File: src/rtl/simd_tag_fifo.sv
// simd_tag_fifo: show-ahead 3-bit tag FIFO; define SIMD_TAG_FIFO_BYPASS_EN for the empty-bypass path
module simd_tag_fifo #(
    parameter int DEPTH = 4,
    parameter int AW = 2
) (
    input  logic          CLK,
    input  logic          RESET,
    input  logic          WR_EN,
    input  logic [2:0]    WR_DATA,
    output logic          FULL,
    input  logic          RD_EN,
    output logic [2:0]    RD_DATA,
    output logic          EMPTY,
    output logic [AW:0]   COUNT,
    output logic          OVF,
    output logic          UDF
);
    logic [2:0] mem [DEPTH];
    logic [AW-1:0] wp, rp;
    logic [AW:0] cnt;
    logic ovf_q, udf_q, full_r, empty_r, push, pop, udf_set;
    assign full_r = cnt == (AW+1)'(DEPTH);
    assign empty_r = cnt == '0;
    assign pop = RD_EN & ~empty_r;
`ifdef SIMD_TAG_FIFO_BYPASS_EN
    assign push = WR_EN & ~full_r & ~(empty_r & RD_EN);
    assign udf_set = RD_EN & empty_r & ~WR_EN;
    assign EMPTY = empty_r & ~WR_EN;
    assign RD_DATA = empty_r ? (WR_EN ? WR_DATA : 3'b000) : mem[rp];
`else
    assign push = WR_EN & ~full_r;
    assign udf_set = RD_EN & empty_r;
    assign EMPTY = empty_r;
    assign RD_DATA = empty_r ? 3'b000 : mem[rp];
`endif
    assign FULL = full_r;
    assign COUNT = cnt;
    assign OVF = ovf_q;
    assign UDF = udf_q;
    always_ff @(posedge CLK) begin
        if (RESET) begin
            wp <= '0;
            rp <= '0;
            cnt <= '0;
            ovf_q <= 1'b0;
            udf_q <= 1'b0;
            for (int i = 0; i < DEPTH; i++) mem[i] <= 3'b000;
        end else begin
            if (push) begin
                mem[wp] <= WR_DATA;
                wp <= wp + 1'b1;
            end
            if (pop) rp <= rp + 1'b1;
            cnt <= cnt + (AW+1)'(push) - (AW+1)'(pop);
            if (WR_EN & full_r) ovf_q <= 1'b1;
            if (udf_set) udf_q <= 1'b1;
        end
    end
endmodule

File: config.mk
export PLATFORM = sky130hd
export DESIGN_NAME = simd_tag_fifo
export DESIGN_NICKNAME = d
export VERILOG_FILES = /design/src/rtl/simd_tag_fifo.sv
export SDC_FILE = /design/constraint.sdc
export NUM_CORES = 1
export LEC_CHECK = 0
export ABC_AREA = 1
export BUFFER_PORTS_ARGS = -buffer_cell sky130_fd_sc_hd__buf_2
export CORE_AREA = 5 5 65 49
export CTS_CLUSTER_SIZE = 30
export DETAILED_ROUTE_END_ITERATION = 8
export DIE_AREA = 0 0 70 54
export GPL_TIMING_DRIVEN = 0
export SYNTH_ARGS = -nofsm -noshare
export SYNTH_HDL_FRONTEND = slang
export SYNTH_SLANG_ARGS = --single-unit
File: constraint.sdc
create_clock -name CLK -period 6 [get_ports CLK]
set_clock_uncertainty 0.1 [all_clocks]
set_input_delay 0.9 -clock CLK [delete_from_list [all_inputs] [get_ports CLK]]
set_output_delay 0.9 -clock CLK [all_outputs]
set_load 0.01 [all_outputs]
# Yosys cells after proc, flatten, opt, wreduce, memory -nomap -nowiden
# Memory sizes are Yosys's and may differ from the RTL's. A register that Yosys moved wholly into a read port is not among the register bits.
# Cells that the tools add are included.
[totals] ff_bits=9 ramBits=12 inputBits=7 out_inout_bits=10 word_cells=30 memories=1
[classes] addsub=4 n_eq_ne=1 n_mux=11 n_bitwise=6 reduce_logical=2
[mem_list] memory="mem" depth=4 word_bits=3 rd=1 rd_clocked_by_memory_dff=1 write_ports=4 line="18" source="logic [2:0] mem [DEPTH];"
[op_table] op="1-bit 2-to-1 mux" count=6
[op_table] op="2-bit 2-to-1 mux" count=3
[op_table] op="3-bit 2-to-1 mux" count=2
[op_table] op="2-bit by 1-bit adder with 2-bit output, second input constant" count=2
[op_table] op="1-bit bitwise AND" count=4
[op_table] op="3-bit by 1-bit adder with 3-bit output" count=1
[op_table] op="3-bit == test, second input constant" count=1
[op_table] op="3-bit zero test" count=1
[op_table] op="3-bit OR reduction" count=1
[op_table] op="3-bit by 1-bit subtractor with 3-bit output" count=1
[op_table] op="1-bit inverter" count=2

# Logic depth before layout (Yosys ltp)
[logic_depth] word_depth=8 mapped_depth=10 mapped_depth_nobuf=10

# Worst setup path after synthesis
# No wires, ideal clock.
[synth_path] path_kind="input to register" from="input RD_EN" to="register cnt[2], in the netlist COUNT[2]" setup_time_ns=0.114 t_arrival_ns=2.058 required_time_ns=5.786 setup_slack_ns=3.727 cell_stages=8 path_buffers=0 cell_sequence="nand2_1 inv_1 ha_1 inv_1 ha_1 fa_1 xor2_1 nor2_1"
[synth_via] elab_chain_cells=2
[synth_rtl] item="start, declared" line="11" source="input logic RD_EN,"
[synth_rtl] item="1-bit bitwise AND" line="24" source="assign pop = RD_EN & ~empty_r;"
[synth_rtl] item="via pop" line="21" source="logic ovf_q, udf_q, full_r, empty_r, push, pop, udf_set;"
[synth_rtl] item="3-bit by 1-bit subtractor with 3-bit output" line="54" source="cnt <= cnt + (AW+1)'(push) - (AW+1)'(pop);"
[synth_rtl] item="end signal, assigned" line="54"
[synth_rtl] item="end, declared" line="20" source="logic [AW:0] cnt;"
# The timed path passes the listed nets, and every way through them passes these cells.
# A chain may end at the register's enable or synchronous reset.

==> metrics.md <==
| Metric | Value |
|---|---|
| Number of warnings reported in the yosys synthesis log | 0 |
| Post-Synthesis Cell Area | 0.00106 mm^2 |
| Maximum fanout encountered on the critical timing path | 7 |
| Starting density of the core | 40.9% |
| Top area cells in the synthesized netlist | sky130_fd_sc_hd__edfxtp_1, sky130_fd_sc_hd__dfxtp_1, sky130_fd_sc_hd__inv_1, sky130_fd_sc_hd__nor2_1, sky130_fd_sc_hd__nand2_1 |
| TritonCTS clock tree | yes |
| Net switching fraction of the power | 40.1% |
| Accumulated negative setup slack | 0 ns |
| Clock group share of total power | about 14% |
| Clock latency reported for the late side of the worst-skew pair | ~0.31 ns |
| Reg-to-reg critical path startpoint | COUNT[1] |
| Number of nets produced by synthesis | 134 |
| Multiplexer area fraction after synthesis | 0% |
| Total power consumption of the routed design | just over 500 uW |
| Area fraction of the dominant cell type after synthesis | 33.9% |
| Vias in the first global route | 772 |
| Number of storage elements in the synthesis netlist | 23 |
| Fraction of the yosys area taken by sequential cells | 54.6% |
| Routed Antenna Nets | 0 |
| Number of pins with negative max-slew slack in the final report | 0 |
| Synthesized-area fraction occupied by adder cells | 4.24% |
| Avg WL per Cell | 10.9 um |
| Worst min-delay path startpoint | UDF |
| Buf+Inv Stages, Crit Path | 2 |
| GR met2 Demand/Resource | approximately 17% |
| Number of instances in the synthesized netlist | approximately 120 |
| Post-layout utilization of the core | 46.5% |
| Number of antenna violations at the first check in global routing | 0 |
| Power density relative to cell area | 416 mW/mm^2 |
| Post-CTS Hold Fix Bufs | 0 |
| Power share of the sequential group | 44.3% |
| Number of DRC markers after the initial detailed-route iteration | 20 |
| Number of cell rows | 16 |
| Post-DP HPWL | 1570 um |
| Chain of cells forming the critical path | inv_1, o21ai_0, a21oi_1, buf_2 |
| Number of cells upsized or downsized after cts | 0 |
| Endpoint required time on the critical path | around 5.0 ns |
| Stages on the worst setup path | 4 |
| Run status | completed |
| Logic gate share of total power | 41.7% |
| Upper clock frequency limit | around 0.43 GHz |
| Fraction of the mapped netlist area in simple logic gates | 21.3% |
| Min Tclk post-route | 2.32 ns |
| GRT Resource Usage Total | 11.7% |
| Synth Area in XOR/XNOR | less than 1% |
| Worst path arrival time | 1.32 ns |
| Height of the chip | 54 um |
| WS Path Type | register to output pin |
| Core area | ~0.0026 mm^2 |
| Clock buffer count from CTS | 3 |
| Worst-case reg-to-reg path depth | 10 |
| Synth area leader | sky130_fd_sc_hd__edfxtp_1 |
| Post-synthesis to final-layout area growth | 13.9% |
| Number of port buffers | 15 |
| Clock net sink count | 23 |
| Flip-flop cell with the highest count after synthesis | sky130_fd_sc_hd__edfxtp_1 |
| Worst hold-check path type | register to register |
| Met3 Track Usage GR | just over 5% |
| Top Usage Layer GRT | met2 |
| Cell family with the largest share of critical-path delay | flip-flops |
| Worst-case hold slack | 0.355 ns |
| Horizontal extent of the die | around 70 um |
| Clock slew at the register clock pins of the worst setup and hold paths | 0.12 ns |
| Overall die area | 0.00378 mm^2 |
| Number of enable flip-flop cells after synthesis | 12 |
| Static leakage power | between 0.5 and 0.6 nW |
| Worst-case clock buffer depth | 2 |
| Global-route met1 utilization | between 10% and 20% |
| Placer congestion estimate | roughly 0.83 |
| Root Buffer | sky130_fd_sc_hd__clkbuf_4 |
| Fraction of final layout cells sized beyond drive strength 1 | 18.9% |
| Inserted Diodes | 0 |
| Crit path capture type | output pin |
| # IOs | 17 |
| Via count | 794 |
| Reg2Reg Capture Point | COUNT[2] |
| Slew at the pin with the worst max-slew slack | 0.460 ns |
| Count of unique library cells instantiated by Yosys | 21 |
| Via density per instance | 4.44 |
| Depth of the worst hold-timing path | 2 |
| Inst Count DP | 175 |
| Drt pass-1 iters | 4 |
| Post-synthesis compound-gate area fraction | 9.41% |
| Crit-path max cell delay | 0.45 ns |
| Layout Cells excl Fill | 179 |
| Total length of routed wires | slightly below 2000 um |
| Setup violations, final | 0 |
| Number of nets in the layout | 154 |
| Max Cap Viol | 0 |
| Total congestion overflow after global routing | 0 |
| Number of setup buffers added after CTS | 0 |
| Maximum vdd drop | around 0.21 mV |
| Global-route wire length before repair | 3310 um |
| Pin count of the biggest net entering global routing | 14 |
| Number of endpoints with negative hold slack in the final report | 0 |
| RSZ-0062 raised after global routing | false |
| Largest family of logic cells by synthesized area | simple AND/OR/NAND/NOR gates |
| Ys async rst share | 0% |
| Worst-case register-to-register setup slack | 3.87 ns |
| Drt drc | 0 |
| Per-instance average area after synthesis | roughly 8.6 um^2 |
| Internal power summed over all cells | around 300 uW |
| Startpoint Class | register |
| End of the worst hold path | UDF |
| Worst-path cell with the longest stage delay | sky130_fd_sc_hd__dfxtp_1 |
| Number of H-tree branching levels | 1 |
| Switching power | 202 uW |
| Slew Limit Headroom | around 69% |
| Share of the clock period used by the worst path | between 30% and 40% |
## registers in the layout, indices dropped and copies added (netlist names), named ones only
register / count
UDF: 1
OVF: 1
COUNT: 3
wp: 2
rp: 2
mem: 12
## power by group through the flow
stage	clock network, mW	logic [mW]	registers (mW)
3_5_place_dp	0	0.212	0.226
5_1_grt	0.0810	0.242	0.227
3_3_place_gp	0	0.207	0.225
4_1_cts	0.0751	0.213	0.223
6_report	0.0705	0.210	0.223
2_1_floorplan	0	0.143	0.228
## layer usage
metal	share of wire, %	wire (um)
met4	0.77	15
met2	40	783
met5	0	0
met3	6.9	135
met1	52	1010
## how the worst max path moves through the flow
stage          startpoint  slack [ns]    endpoint
2_1_floorplan       RD_EN        3.73    COUNT[2]
3_3_place_gp        RD_EN        3.49    COUNT[2]
3_5_place_dp        RD_EN        3.48    COUNT[2]
4_1_cts          register        3.64  RD_DATA[1]
5_1_grt          register        3.50  RD_DATA[2]
6_report         register        3.68  RD_DATA[1]
## per-stage QoR
stage | setup WS [ns] | area (um^2)
2_1_floorplan | 3.73 | 1060
3_3_place_gp | 3.49 | 1180
3_5_place_dp | 3.48 | 1180
4_1_cts | 3.64 | 1210
5_1_grt | 3.50 | 1210
6_report | 3.68 | 1210
## cells in the mapped netlist (2+ instances only)
cell type                  instances
sky130_fd_sc_hd__dfxtp_1          11
sky130_fd_sc_hd__nor2_1           21
sky130_fd_sc_hd__o21ai_1           2
sky130_fd_sc_hd__edfxtp_1         12
sky130_fd_sc_hd__ha_1              2
sky130_fd_sc_hd__inv_1            22
sky130_fd_sc_hd__nand3_1           2
sky130_fd_sc_hd__nand2_1          20
sky130_fd_sc_hd__nor3_1            3
sky130_fd_sc_hd__a21oi_1           8
sky130_fd_sc_hd__nand2_2           2
sky130_fd_sc_hd__o21ai_0          10
## logic make-up (layout without fill, tap and decap cells)
group	after synthesis	count (layout)
AO/OA/AOI/OAI	20	20
AND/OR/NAND/NOR	52	52
XOR/XNOR	1	1
adder cells (fa/ha/maj)	3	3
flip-flops	23	23
buffers and inverters	25	44
## placed cells by master (no fill, tap or decap), drive strengths merged
master and count:
nand3 2, inv 23, a21oi 8, dfxtp 11, clkinv 2, nand2 23, fa 1, o21ai 12
ha 2, clkbuf 3, nor3 3, nand4 1, edfxtp 12, buf 16, xor2 1, nor2 23
## tightest hold or removal path, stage by stage (launching register included)
cell	delay [ns]
sky130_fd_sc_hd__dfxtp_1	0.33
sky130_fd_sc_hd__inv_1	0.04
sky130_fd_sc_hd__a21oi_1	0.05
## final cells by class
cell class | count | area, um^2
plain buffers | 1 | 11.3
clock buffers | 3 | 22.5
clock inverters | 1 | 5.00
fillers | 252 | 1390
inverters | 24 | 91.3
multi-input cells | 76 | 380
flip-flops and latches | 23 | 581
well taps | 36 | 45.0
repair buffers | 15 | 75.1
No activity file was read; power rests on OpenSTA's default activity.
